===== src/rtl/alu_sequencer.sv =====
`default_nettype none
// ============================================================================
// Module      : alu_sequencer
// Description : Execute controller that owns the accumulator and sequences a
//               shared 8-bit ALU, including shift-and-add MUL.
// Revision    : 1.0 - initial release
// ============================================================================
module alu_sequencer #(
    parameter int WIDTH          = 8,
    parameter bit MUL_EARLY_EXIT = 1'b0
) (
    input  logic             clk_in,
    input  logic             rst_n_in,
    input  logic             instr_valid_in,
    output logic             instr_ready_out,
    input  logic [3:0]       opcode_in,
    input  logic [WIDTH-1:0] operand_in,
    output logic [2:0]       alu_unit_sel_out,
    output logic             alu_op_sel_out,
    output logic [WIDTH-1:0] alu_acc_out,
    output logic [WIDTH-1:0] alu_src_out,
    input  logic [WIDTH-1:0] alu_res_in,
    output logic [WIDTH-1:0] acc_out,
    output logic             zero_out,
    output logic             done_out
);

    localparam logic [2:0] c_S_IDLE    = 3'd0;
    localparam logic [2:0] c_S_EXEC    = 3'd1;
    localparam logic [2:0] c_S_MUL_ADD = 3'd2;
    localparam logic [2:0] c_S_MUL_SHL = 3'd3;
    localparam logic [2:0] c_S_WB      = 3'd4;

    localparam logic [3:0] c_OP_ADD = 4'd0;
    localparam logic [3:0] c_OP_SUB = 4'd1;
    localparam logic [3:0] c_OP_SHL = 4'd2;
    localparam logic [3:0] c_OP_SHR = 4'd3;
    localparam logic [3:0] c_OP_LDI = 4'd4;
    localparam logic [3:0] c_OP_OR  = 4'd5;
    localparam logic [3:0] c_OP_XOR = 4'd6;
    localparam logic [3:0] c_OP_AND = 4'd7;
    localparam logic [3:0] c_OP_MUL = 4'd8;

    localparam logic [2:0] c_U_ADD  = 3'b000;
    localparam logic [2:0] c_U_SHF  = 3'b010;
    localparam logic [2:0] c_U_PASS = 3'b011;
    localparam logic [2:0] c_U_OR   = 3'b100;
    localparam logic [2:0] c_U_XOR  = 3'b101;
    localparam logic [2:0] c_U_AND  = 3'b110;
    localparam logic [2:0] c_U_NONE = 3'b111;

    localparam logic [WIDTH-1:0] c_ONE = {{(WIDTH-1){1'b0}}, 1'b1};

    logic [2:0]       r_state;
    logic [3:0]       r_opcode;
    logic [WIDTH-1:0] r_operand;
    logic [WIDTH-1:0] r_acc;
    logic [WIDTH-1:0] r_p;
    logic [WIDTH-1:0] r_m;
    logic [WIDTH-1:0] r_q;
    logic [2:0]       r_cnt;
    logic             r_done;

    logic             w_accept;
    logic [WIDTH-1:0] w_q_next;
    logic             w_mul_last;

    assign instr_ready_out = (r_state == c_S_IDLE);
    assign w_accept        = instr_valid_in & instr_ready_out;
    assign w_q_next        = r_q >> 1;
    // Early exit is legal once no multiplier bits remain: further adds are no-ops.
    assign w_mul_last      = (r_cnt == 3'd7) || (MUL_EARLY_EXIT && (w_q_next == '0));

    assign acc_out  = r_acc;
    assign zero_out = (r_acc == '0);
    assign done_out = r_done;

    always_comb begin
        alu_unit_sel_out = c_U_NONE;
        alu_op_sel_out   = 1'b0;
        alu_acc_out      = r_acc;
        alu_src_out      = '0;
        case (r_state)
            c_S_EXEC: begin
                alu_src_out = r_operand;
                case (r_opcode)
                    c_OP_ADD: alu_unit_sel_out = c_U_ADD;
                    c_OP_SUB: begin
                        alu_unit_sel_out = c_U_ADD;
                        alu_op_sel_out   = 1'b1;
                    end
                    c_OP_SHL: alu_unit_sel_out = c_U_SHF;
                    c_OP_SHR: begin
                        alu_unit_sel_out = c_U_SHF;
                        alu_op_sel_out   = 1'b1;
                    end
                    c_OP_LDI: alu_unit_sel_out = c_U_PASS;
                    c_OP_OR:  alu_unit_sel_out = c_U_OR;
                    c_OP_XOR: alu_unit_sel_out = c_U_XOR;
                    c_OP_AND: alu_unit_sel_out = c_U_AND;
                    default:  alu_unit_sel_out = c_U_NONE;
                endcase
            end
            c_S_MUL_ADD: begin
                alu_unit_sel_out = c_U_ADD;
                alu_acc_out      = r_p;
                alu_src_out      = r_m;
            end
            c_S_MUL_SHL: begin
                alu_unit_sel_out = c_U_SHF;
                alu_acc_out      = r_m;
                alu_src_out      = c_ONE;
            end
            default: ;
        endcase
    end

    always_ff @(posedge clk_in or negedge rst_n_in) begin
        if (!rst_n_in) begin
            r_state   <= c_S_IDLE;
            r_opcode  <= '0;
            r_operand <= '0;
            r_acc     <= '0;
            r_p       <= '0;
            r_m       <= '0;
            r_q       <= '0;
            r_cnt     <= '0;
            r_done    <= 1'b0;
        end else begin
            r_done <= 1'b0;
            case (r_state)
                c_S_IDLE: begin
                    if (w_accept) begin
                        r_opcode  <= opcode_in;
                        r_operand <= operand_in;
                        if (opcode_in == c_OP_MUL) begin
                            r_p     <= '0;
                            r_m     <= r_acc;
                            r_q     <= operand_in;
                            r_cnt   <= '0;
                            r_state <= c_S_MUL_ADD;
                        end else begin
                            r_state <= c_S_EXEC;
                        end
                    end
                end
                c_S_EXEC: begin
                    r_acc   <= alu_res_in;
                    r_done  <= 1'b1;
                    r_state <= c_S_IDLE;
                end
                c_S_MUL_ADD: begin
                    if (r_q[0]) begin
                        r_p <= alu_res_in;
                    end
                    r_state <= c_S_MUL_SHL;
                end
                c_S_MUL_SHL: begin
                    r_m     <= alu_res_in;
                    r_q     <= w_q_next;
                    r_cnt   <= r_cnt + 3'd1;
                    r_state <= w_mul_last ? c_S_WB : c_S_MUL_ADD;
                end
                c_S_WB: begin
                    r_acc   <= r_p;
                    r_done  <= 1'b1;
                    r_state <= c_S_IDLE;
                end
                default: r_state <= c_S_IDLE;
            endcase
        end
    end

endmodule
`default_nettype wire


===== config.mk =====
export PLATFORM = sky130hd
export DESIGN_NAME = alu_sequencer
export DESIGN_NICKNAME = d
export VERILOG_FILES = /design/src/rtl/alu_sequencer.sv
export SDC_FILE = /design/constraint.sdc
export NUM_CORES = 1
export LEC_CHECK = 0
export CORE_MARGIN = 2
export CORE_UTILIZATION = 41
export CTS_CLUSTER_SIZE = 14
export DETAILED_ROUTE_END_ITERATION = 8
export GPL_ROUTABILITY_DRIVEN = 0
export MAX_ROUTING_LAYER = met4
export PLACE_DENSITY = 0.77
export SLEW_MARGIN = 25
export SYNTH_ARGS = -nofsm -noshare
export SYNTH_HDL_FRONTEND = slang
export SYNTH_SLANG_ARGS = --single-unit

===== constraint.sdc =====
create_clock -name clk_in -period 1.7 [get_ports clk_in]
set_input_delay 0.255 -clock clk_in [delete_from_list [all_inputs] [get_ports clk_in]]
set_output_delay 0.255 -clock clk_in [all_outputs]
set_load 0.03 [all_outputs]

==> results.json <==
{
  "synthTopCellsByCount": "dfrtp_1 (51), a21oi_1 (28), nand2_1 (28)",
  "dominantRegCellSynth": "dfrtp_1",
  "power.total_uw": 10100,
  "fin_crit_ns": 1.85,
  "vias": 2704,
  "grt_pass1_wl_mm": 12.6,
  "dp_hpwl_mm": 4.81,
  "r2r_cells": 6,
  "critPathBufInv": 3,
  "clock_path_buffers": 2,
  "ys_top_cells_by_area": "dfrtp_1 (47%), mux2i_1 (8.6%), a21oi_1 (5.2%)",
  "initial_utilization_pct": 42.4,
  "yosys_warnings": 0,
  "fin_ws_ns": -0.147,
  "syn2layout_area_growth_pct": 63.8,
  "ys_types": 36,
  "worstMarginPinSlew_ns": 0.478,
  "synthCells": 277,
  "crit_arrival_ns": 1.59,
  "crit_family": "flip-flops",
  "cp.required_ns": 1.44,
  "synth_edf_count": 0,
  "drive_above_1_share_pct": 46.3,
  "chipHeight_um": 85.0,
  "violations": "negative setup slack",
  "synth_top_area_share_pct": 47.4,
  "cts_sinks": 51,
  "place_ws_ns": -0.169,
  "htreeDepth": 2,
  "numCtsBuffers": 5,
  "run_status": "complete, but fails checks",
  "avgSynthCellArea_sq_um": 9.72,
  "max_clock_freq_mhz": 541,
  "yosysMostFrequentCell": "dfrtp_1",
  "path_clk_slew_ns": 0.10,
  "slew_headroom_pct": 68.1,
  "critical_path_class": "reg -> out",
  "cap_violations": 0,
  "io_buffers": 53,
  "synth_area_sq_um": 2690,
  "root_buffer": "clkbuf_8",
  "overflow": 0,
  "ir_worst_vdd_mv": 1.54,
  "synth_seq_cells": 51,
  "cp_cell_sequence": "buf_12 -> nor2_4 -> buf_8 -> a22oi_2 -> nor2_2 -> buf_6",
  "finalNetCount": 400,
  "diodes": 0,
  "drc": 0,
  "async_reset_ff_share_pct": 100,
  "setup_viol": 24,
  "fp-row-count": 29,
  "cp_max_fo": 8,
  "yosysTopAreaCell": "dfrtp_1",
  "dr.pass1.iters": 4,
  "wl_per_cell_um": 20.4,
  "ant_nets": 0,
  "cp-end-kind": "primary output",
  "viasPerCell": 5.97,
  "final_hold_viol_count": 0,
  "fin_crit_sh_pct": 109,
  "core_area_sq_um": 6350,
  "min_path_type": "in -> async",
  "grt_antenna_before_repair": 0,
  "slowest_delay_ns": 0.45,
  "critical-path-slowest-cell": "dfrtp_2",
  "r2r_start": "r_state[2]$_DFFE_PN0P_",
  "skew_ns": 0.00912,
  "slew_viol_final": 0,
  "startpoint_type": "register",
  "synth_nets": 302,
  "ios": 54,
  "rrSetupSlack_ns": -0.03,
  "track_usage_pct": 23.2,
  "grt_setup_unrepaired": "true",
  "p_per_area_nw_per_um2": 2280,
  "grt_max_degree": 37,
  "cts_tree": "yes",
  "grt_pass1_vias": 2504,
  "timing.rr.end": "r_opcode[1]$_DFFE_PN0P_",
  "dieArea_sq_um": 7230,
  "hold_slack_ns": 0.422,
  "wirelength_mm": 9.25,
  "cp.depth": 6,
  "clock_latency_ns": 0.31,
  "die_w_um": 85.0,
  "p_leak_uw": 0.00199,
  "ys_seq_area_share_pct": 47.4,
  "drt_iter0_drc": 175
}
-- cells by family after synthesis --
logic type | synth area share (%)
and+or+nand+nor | 14.0
buffers and inverters | 4.88
DFF | 47.4
muxes | 13.2
AOI/OAI and AO/OA | 19.0
xor gates and xnor gates | 0.651
adders and majority gates | 0.929
-- layer usage --
metal | track usage [%] | part of all wire, % | up-vias
met5 | - | 0 | -
met4 | 10.1 | 2.9 | 0
met3 | 3.79 | 6.1 | 21
met2 | 36.9 | 51 | 129
met1 | 29.3 | 40 | 1351
li1 | - | - | 1203
-- cell type report --
type                            count  area, sq um
Multi-Input combinational cell    202         1700
Clock inverter                      1         7.51
Fill cell                         418         1940
Sequential cell                    51         1280
Clock buffer                        7         96.3
Timing Repair Buffer              110         1200
Tap cell                           77         96.3
Inverter                            5         23.8
-- flip-flops by register name, indices dropped and copies added (netlist names) --
name,count
r_state,3
r_q,8
r_m,8
acc_out,8
r_opcode,4
r_operand,8
r_cnt,3
done_out,1
r_p,8
-- power breakdown --
group          leakage (uW)  switching, uW  internal [uW]  total, uW
combinational       0.00133           3580           3430       7010
clock             0.0000505            414            371        785
sequential         0.000609            543           1740       2290
total               0.00199           4530           5540      10100
-- metrics by stage --
step / util, % / std cells / TNS (ns) / cell area (sq um)
finish: 69.5 / 453 / -1.74 / 4410
global route: 69.5 / 453 / -2.86 / 4410
CTS: 63.5 / 443 / -1.36 / 4030
detailed placement: 53.8 / 409 / -3.54 / 3420
global placement: 53.8 / 409 / -3.52 / 3420
floorplan: - / 277 / -0.138 / 2730
-- timing repair --
item	in CTS	in global routing
pin swaps	11	36
hold endpoints to repair	18	0
gates cloned	3	3
resized for setup	76	82
hold buffers	1	0
endpoints found under the setup margin	31	56
buffers inserted	23	9
-- cells in the final DEF (no fill, tap or decap), types with 8 or more instances in the layout --
cell type         n
clkdlybuf4s50_1  24
nor2_1           17
a21oi_1          25
nand2_2          13
buf_6            34
buf_12            9
dfrtp_1          45
o22ai_1          16
buf_4            29
mux2i_1          16
nand2_1          13
mux2_4            9
o22a_1            8
o21ai_1          11
nor2_2            8
-- how the worst max path moves through the flow --
stage / from / slack (ns) / endpoint
finish: r_state[0]$_DFFE_PN0P_ / -0.15 / alu_src_out[7]
detailed placement: opcode_in[1] / -0.17 / r_m[0]$_DFFE_PN0P_
global route: r_state[0]$_DFFE_PN0P_ / -0.16 / alu_src_out[7]
global placement: opcode_in[1] / -0.16 / r_q[4]$_DFFE_PN0P_
CTS: r_state[2]$_DFFE_PN0P_ / -0.09 / alu_op_sel_out
floorplan: r_state[1]$_DFFE_PN0P_ / -0.14 / alu_op_sel_out
No activity file was read; power rests on OpenSTA's default activity.
